===== src/rtl/full_adder.sv =====
// full_adder: single-bit full adder cell.
// The combinational sum/cout path lets carries ripple through chained cells
// within one cycle. A registered copy of the result with a valid flag serves
// pipelined users.
// Optional macro FULL_ADDER_STATS_EN adds carry_cnt, a saturating count of
// accepted carry-outs that is CNT_WIDTH bits wide (1..32).
module full_adder #(
    parameter int CNT_WIDTH = 16
) (
    input  logic clk,
    input  logic reset,
    input  logic a,
    input  logic b,
    input  logic cin,
    output logic sum,
    output logic cout,
    input  logic in_valid,
    output logic sum_q,
    output logic cout_q,
    output logic out_valid
`ifdef FULL_ADDER_STATS_EN
    ,
    output logic [CNT_WIDTH-1:0] carry_cnt
`endif
);

    // Pure combinational sum/carry, independent of clock, reset and in_valid
    always_comb begin
        sum  = a ^ b ^ cin;
        cout = (a & b) | (a & cin) | (b & cin);
    end

    // Registered result: capture on in_valid, hold otherwise; valid is a 1-cycle delay
    always_ff @(posedge clk) begin
        if (!reset) begin
            sum_q     <= 1'b0;
            cout_q    <= 1'b0;
            out_valid <= 1'b0;
        end else begin
            out_valid <= in_valid;
            if (in_valid) begin
                sum_q  <= sum;
                cout_q <= cout;
            end
        end
    end

`ifdef FULL_ADDER_STATS_EN
    if (CNT_WIDTH < 1 || CNT_WIDTH > 32) begin : g_bad_cnt_width
        $error("full_adder: CNT_WIDTH must be in 1..32");
    end

    // Saturating count of accepted cycles that produce a carry-out
    always_ff @(posedge clk) begin
        if (!reset) begin
            carry_cnt <= '0;
        end else if (in_valid && cout && (carry_cnt != '1)) begin
            carry_cnt <= carry_cnt + 1'b1;
        end
    end
`else
    // CNT_WIDTH has no effect without the counter; this block is always empty
    if (CNT_WIDTH < 0) begin : g_cnt_width_unused
    end
`endif

endmodule


===== config.mk =====
export PLATFORM = sky130hd
export DESIGN_NAME = full_adder
export DESIGN_NICKNAME = d
export VERILOG_FILES = /design/src/rtl/full_adder.sv
export SDC_FILE = /design/constraint.sdc
export NUM_CORES = 1
export LEC_CHECK = 0
export CORE_AREA = 2 2 39 41
export CTS_BUF_LIST = sky130_fd_sc_hd__clkbuf_8 sky130_fd_sc_hd__clkbuf_16
export DETAILED_ROUTE_END_ITERATION = 10
export DIE_AREA = 0 0 41 43
export GPL_ROUTABILITY_DRIVEN = 0
export PLACE_DENSITY_LB_ADDON = 0.12
export SKIP_CTS_REPAIR_TIMING = 1
export SYNTH_ARGS = -nofsm -noshare
export SYNTH_HDL_FRONTEND = slang
export SYNTH_SLANG_ARGS = --single-unit

===== constraint.sdc =====
create_clock -name clk -period 1.55 [get_ports clk]
set_input_delay 0.31 -clock clk [delete_from_list [all_inputs] [get_ports clk]]
set_output_delay 0.31 -clock clk [all_outputs]
set_load 0.02 [all_outputs]

# Word level (Yosys, flattened, before mapping)
# Index checks and enable logic that the tools add are counted.
word_totals:
  reg_bits: 3
  in_bits: 6
  out_inout_bits: 5
  word_cells: 10
op_classes:
  bitwise: 7
op_table:
  columns: ["cell", "count"]
  rows:
  - ["$and A1 B1 Y1", 3]
  - ["$or A1 B1 Y1", 2]
  - ["$xor A1 B1 Y1", 2]

# Longest topological paths before layout
# Gate-level depths: netlist of the first run.
logic_depth:
  depth_word: 3
  depth_mapped: 3
  depth_no_buf: 3

# Worst setup path after synthesis of the first run
# No wires, ideal clock.
synth_timing:
  kind: "input to output"
  startpoint: "in a"
  endpoint: "out sum"
  t_arrival_ns: 0.967
  t_required_ns: 1.240
  path_slack_ns: 0.273
  stages: 1
  n_path_buf: 0
  cell_sequence: "fa_1"
synth_between:
  elab_chain_cells: 2
synth_lines:
  columns: ["element", "line", "text"]
  rows:
  - ["from (decl)", "12", "input logic a,"]
  - ["$xor A1 B1 Y1 (2 in a row)", "29", "sum = a ^ b ^ cin;"]
  - ["to (decl)", "15", "output logic sum,"]
# No other way between the ends.

# Final worst setup path of the first run
layout_timing:
  startpoint: "in cin"
  endpoint: "out sum"
layout_between:
  elab_chain_cells: 1
layout_lines:
  columns: ["element", "line", "text"]
  rows:
  - ["from (decl)", "14", "input logic cin,"]
  - ["$xor A1 B1 Y1", "29", null]
# No other way between the ends.

==> PnR_summary.wiki, run 1 <==
{| class="wikitable"
! Metric !! Value
|-
| Core box area || 1380 um2
|-
| Total I/O pin count || 11
|-
| Data arrival time at the worst-slack endpoint || 1.14 ns
|-
| DRC violation count after routing || 0
|-
| Hold/Removal Path Class || reg -> reg
|-
| GR met2 Demand/Resource || 5.31%
|-
| Multi-input gate area || 60.1 um2
|-
| CTS tree || yes
|-
| Area of the mapped netlist || 120 um2
|-
| Largest family of logic cells by synthesized area || simple AND/OR/NAND/NOR gates
|-
| Final HPWL from detailed placement || 235 um
|-
| Cell type with the highest aggregate area in the netlist || sky130_fd_sc_hd__dfxtp_1
|-
| Setup clock skew after layout || 0 ns
|-
| Total power consumption of the routed design || 0.383 mW
|-
| Layer with the highest usage || met3
|-
| Fraction of layout cells with a size suffix above 1 || 34.6%
|-
| Result of the run || finished clean
|-
| Combined flip-flop and latch cell area || 60.1 um2
|-
| Floorplan die area || 1760 um2
|-
| # clock sinks || 3
|-
| Post-synthesis register bit count || 3
|-
| Total via count after detailed routing || 128
|-
| GRT Total Usage || 4.92%
|-
| Per-instance average area after synthesis || 13.3 um2
|-
| Site Rows || 14
|-
| Cts bufs inserted || 3
|-
| N_diodes || 0
|-
| Worst slack, placed || -0.670 ns
|-
| Cell breakdown of the critical path || dlymetal6s2s_1, fa_1, buf_6
|-
| Delay of the slowest critical-path stage || 0.57 ns
|-
| CP Launch Type || primary input
|-
| GR met3 Demand/Resource || 6.28%
|-
| Iteration-0 DRC count of the detailed router || 0
|-
| End of the worst register-to-register path || sum_q
|-
| Fraction of the mapped netlist area in compound gates || 0%
|-
| Final standard cell area without fillers || 312 um2
|-
| Pre-antenna DRT Iters || 1
|-
| Vertical extent of the die || 43 um
|-
| Grt total ovfl || 0
|-
| Min Tclk post-route || 1.45 ns
|-
| CTS H-tree depth || 1
|-
| Area growth syn-to-layout || 159%
|-
| Number of flops mapped to enable cells by yosys || 0
|-
| RSZ-0062 raised after global routing || false
|-
| Remaining antenna violation count after routing || 0
|-
| Gate count of the mapped netlist || 9
|-
| Hold EP || sum_q
|-
| Combined buffer and inverter count along the critical path || 2
|-
| Peak ir drop on the vdd network || 0.320 mV
|-
| Period utilisation layout || 93.5%
|-
| Library cells used by synthesis || 5
|-
| Critical-path cell with the highest stage delay || sky130_fd_sc_hd__fa_1
|-
| Fraction of the mapped netlist area in simple logic gates || 16.7%
|-
| Synthesized-area fraction occupied by xor and xnor cells || 0%
|-
| Clock latency reported for the late side of the worst-skew pair || 0.21 ns
|-
| Max frequency || 0.690 GHz
|-
| Static Leak || 0.160 nW
|-
| Top flip-flop cell by instance count after synthesis || sky130_fd_sc_hd__dfxtp_1
|-
| Hold_ws || 0.525 ns
|-
| Worst slew margin relative to its limit || 85.6%
|-
| Type of destination of the critical path || output pin
|-
| Post-Synth Adder-Cell Area || 16.7%
|-
| Hold path startpoint || sum_q
|-
| Power density relative to cell area || 1230 nW/um2
|-
| Detailed-route wire length || 295 um
|-
| Most frequent cell after synthesis || sky130_fd_sc_hd__dfxtp_1
|-
| Mux contribution to synthesized area || 16.7%
|-
| Fin worst setup slack || 0.100 ns
|-
| Count of filler cells inserted in the layout || 161
|-
| Setup Crit Path Kind || in -> out
|-
| PortBufs || 10
|-
| CP required || 1.24 ns
|-
| Vias per cell || 3.05
|-
| Post-synth top area share || 50.0%
|-
| Pin count of the biggest net entering global routing || 4
|-
| Critical-path maximum fanout || 2
|-
| Clock buffer depth || 2
|-
| Wire length of the first global-routing pass || 476 um
|-
| Met1 track utilization from global routing || 4.50%
|-
| Max cap viols || 0
|-
| R2R cell count || 2
|-
| Average wire per standard cell || 7.02 um
|-
| Util after Layout || 22.5%
|-
| Final setup vio count || 0
|-
| Synthesized Nets || 16
|-
| Family of cells with the greatest summed delay on the critical path || adder cells
|-
| Worst-margin pin slew || 0.215 ns
|-
| Hold Path Cell Cnt || 2
|-
| Clock tree root buffer cell || sky130_fd_sc_hd__clkbuf_8
|-
| Initial Util || 8.68%
|-
| Worst flop-to-flop path startpoint || sum_q
|-
| Synth Warn # || 0
|-
| Net count of the finished layout || 34
|-
| Flop-to-flop setup slack || 0.95 ns
|-
| Post-placement cell area || 255 um2
|-
| Horizontal extent of the die || 41 um
|-
| Top area cells in the synthesized netlist || sky130_fd_sc_hd__dfxtp_1 (50%), sky130_fd_sc_hd__fa_1 (17%), sky130_fd_sc_hd__mux2i_1 (17%), sky130_fd_sc_hd__nor2b_1 (10%), sky130_fd_sc_hd__and2_2 (6.3%)
|-
| Worst-path clk slew || 0.03 ns
|-
| List of most frequent post-synthesis cells || sky130_fd_sc_hd__dfxtp_1 (3), sky130_fd_sc_hd__mux2i_1 (2), sky130_fd_sc_hd__nor2b_1 (2), sky130_fd_sc_hd__and2_2 (1), sky130_fd_sc_hd__fa_1 (1)
|-
| Hold Violations, Final || 0
|-
| Final Max Tran Viols || 0
|-
| Vias in the first global route || 123
|-
| Share of synthesized area occupied by flip-flops and latches || 50.0%
|-
| Proportion of synthesized flip-flops having asynchronous set or reset || 0%
|-
| Initial antenna violation count || 0
|}
## kinds of logic after synthesis
kind of cell,after synthesis
flip-flops,3
AND/OR/NAND/NOR,3
multiplexers,2
adder cells (fa/ha/maj),1
## cell type report
class	count	share of cell area, %
clock buffers	3	13.3
well taps	16	6.43
multi-input cells	6	19.3
clock inverters	1	1.20
repair buffers	13	40.6
flip-flops and latches	3	19.3
## stage by stage
step / TNS, ns / std cells
2_1_floorplan: 0 / 9
3_3_place_gp: -1.39 / 37
3_5_place_dp: -1.43 / 37
4_1_cts: -1.18 / 41
5_1_grt: 0 / 42
6_report: 0 / 42
## worst min-delay path: stages, from the launching register on
cell                      delay, ns
sky130_fd_sc_hd__dfxtp_1       0.32
sky130_fd_sc_hd__mux2i_1       0.07
sky130_fd_sc_hd__nor2b_1       0.10
## worst max path at each step
stage | to | depth (start not counted) | startpoint
4_1_cts | sum | 3 | a
2_1_floorplan | sum | 1 | a
3_5_place_dp | sum | 3 | a
5_1_grt | cout_q | 1 | cout_q
6_report | sum | 3 | cin
3_3_place_gp | sum | 3 | a
## sequential cells by signal, summed over array words and instances (netlist names)
signal	cells
sum_q	1
cout_q	1
out_valid	1
## power by group
group,switching (mW),total (mW),internal [mW],leakage (nW)
Sequential,0.00234,0.0858,0.0835,0.0249
Combinational,0.0319,0.0799,0.0480,0.108
Clock,0.0485,0.217,0.168,0.0269
Total,0.0827,0.383,0.300,0.160
## metal layers
| metal | share of wire (%) | vias to the layer above |
|---|---|---|
| met5 | 0 | - |
| met3 | 15 | 0 |
| li1 | - | 62 |
| met2 | 42 | 8 |
| met1 | 43 | 58 |
| met4 | 0 | 0 |
## layout by cell type (no fill, tap or decap), drive strengths merged
cell type and instances:
dlymetal6s2s 3, fa 1, mux2i 2, clkdlybuf4s50 5, nor2b 2, clkbuf 4
inv 1, and2 1, dfxtp 3, buf 4
No activity file was read; power rests on OpenSTA's default activity.
==> run 2, diff against run 1 <==
--- a/config.mk
+++ b/config.mk
@@ -10,6 +10,7 @@
 export DETAILED_ROUTE_END_ITERATION = 10
 export DIE_AREA = 0 0 41 43
 export GPL_ROUTABILITY_DRIVEN = 0
+export MAX_ROUTING_LAYER = met4
 export PLACE_DENSITY_LB_ADDON = 0.12
 export SKIP_CTS_REPAIR_TIMING = 1
 export SYNTH_ARGS = -nofsm -noshare
==> results of run 2 <==
The final DEF is identical to that of run 1; final timing and power are the same.
Main changes from that run: via count of the first global-routing pass 123 -> 124; overall routing resource usage 4.92% -> 5.04%
==> run 3, diff against run 2 <==
--- a/config.mk
+++ b/config.mk
@@ -5,6 +5,7 @@
 export SDC_FILE = /design/constraint.sdc
 export NUM_CORES = 1
 export LEC_CHECK = 0
+export CAP_MARGIN = 15
 export CORE_AREA = 2 2 39 41
 export CTS_BUF_LIST = sky130_fd_sc_hd__clkbuf_8 sky130_fd_sc_hd__clkbuf_16
 export DETAILED_ROUTE_END_ITERATION = 10
==> results of run 3 <==
The final DEF is identical to that of run 1; final timing and power are the same.
Main changes from that run: via count of the first global-routing pass 123 -> 124; overall routing resource usage 4.92% -> 5.04%
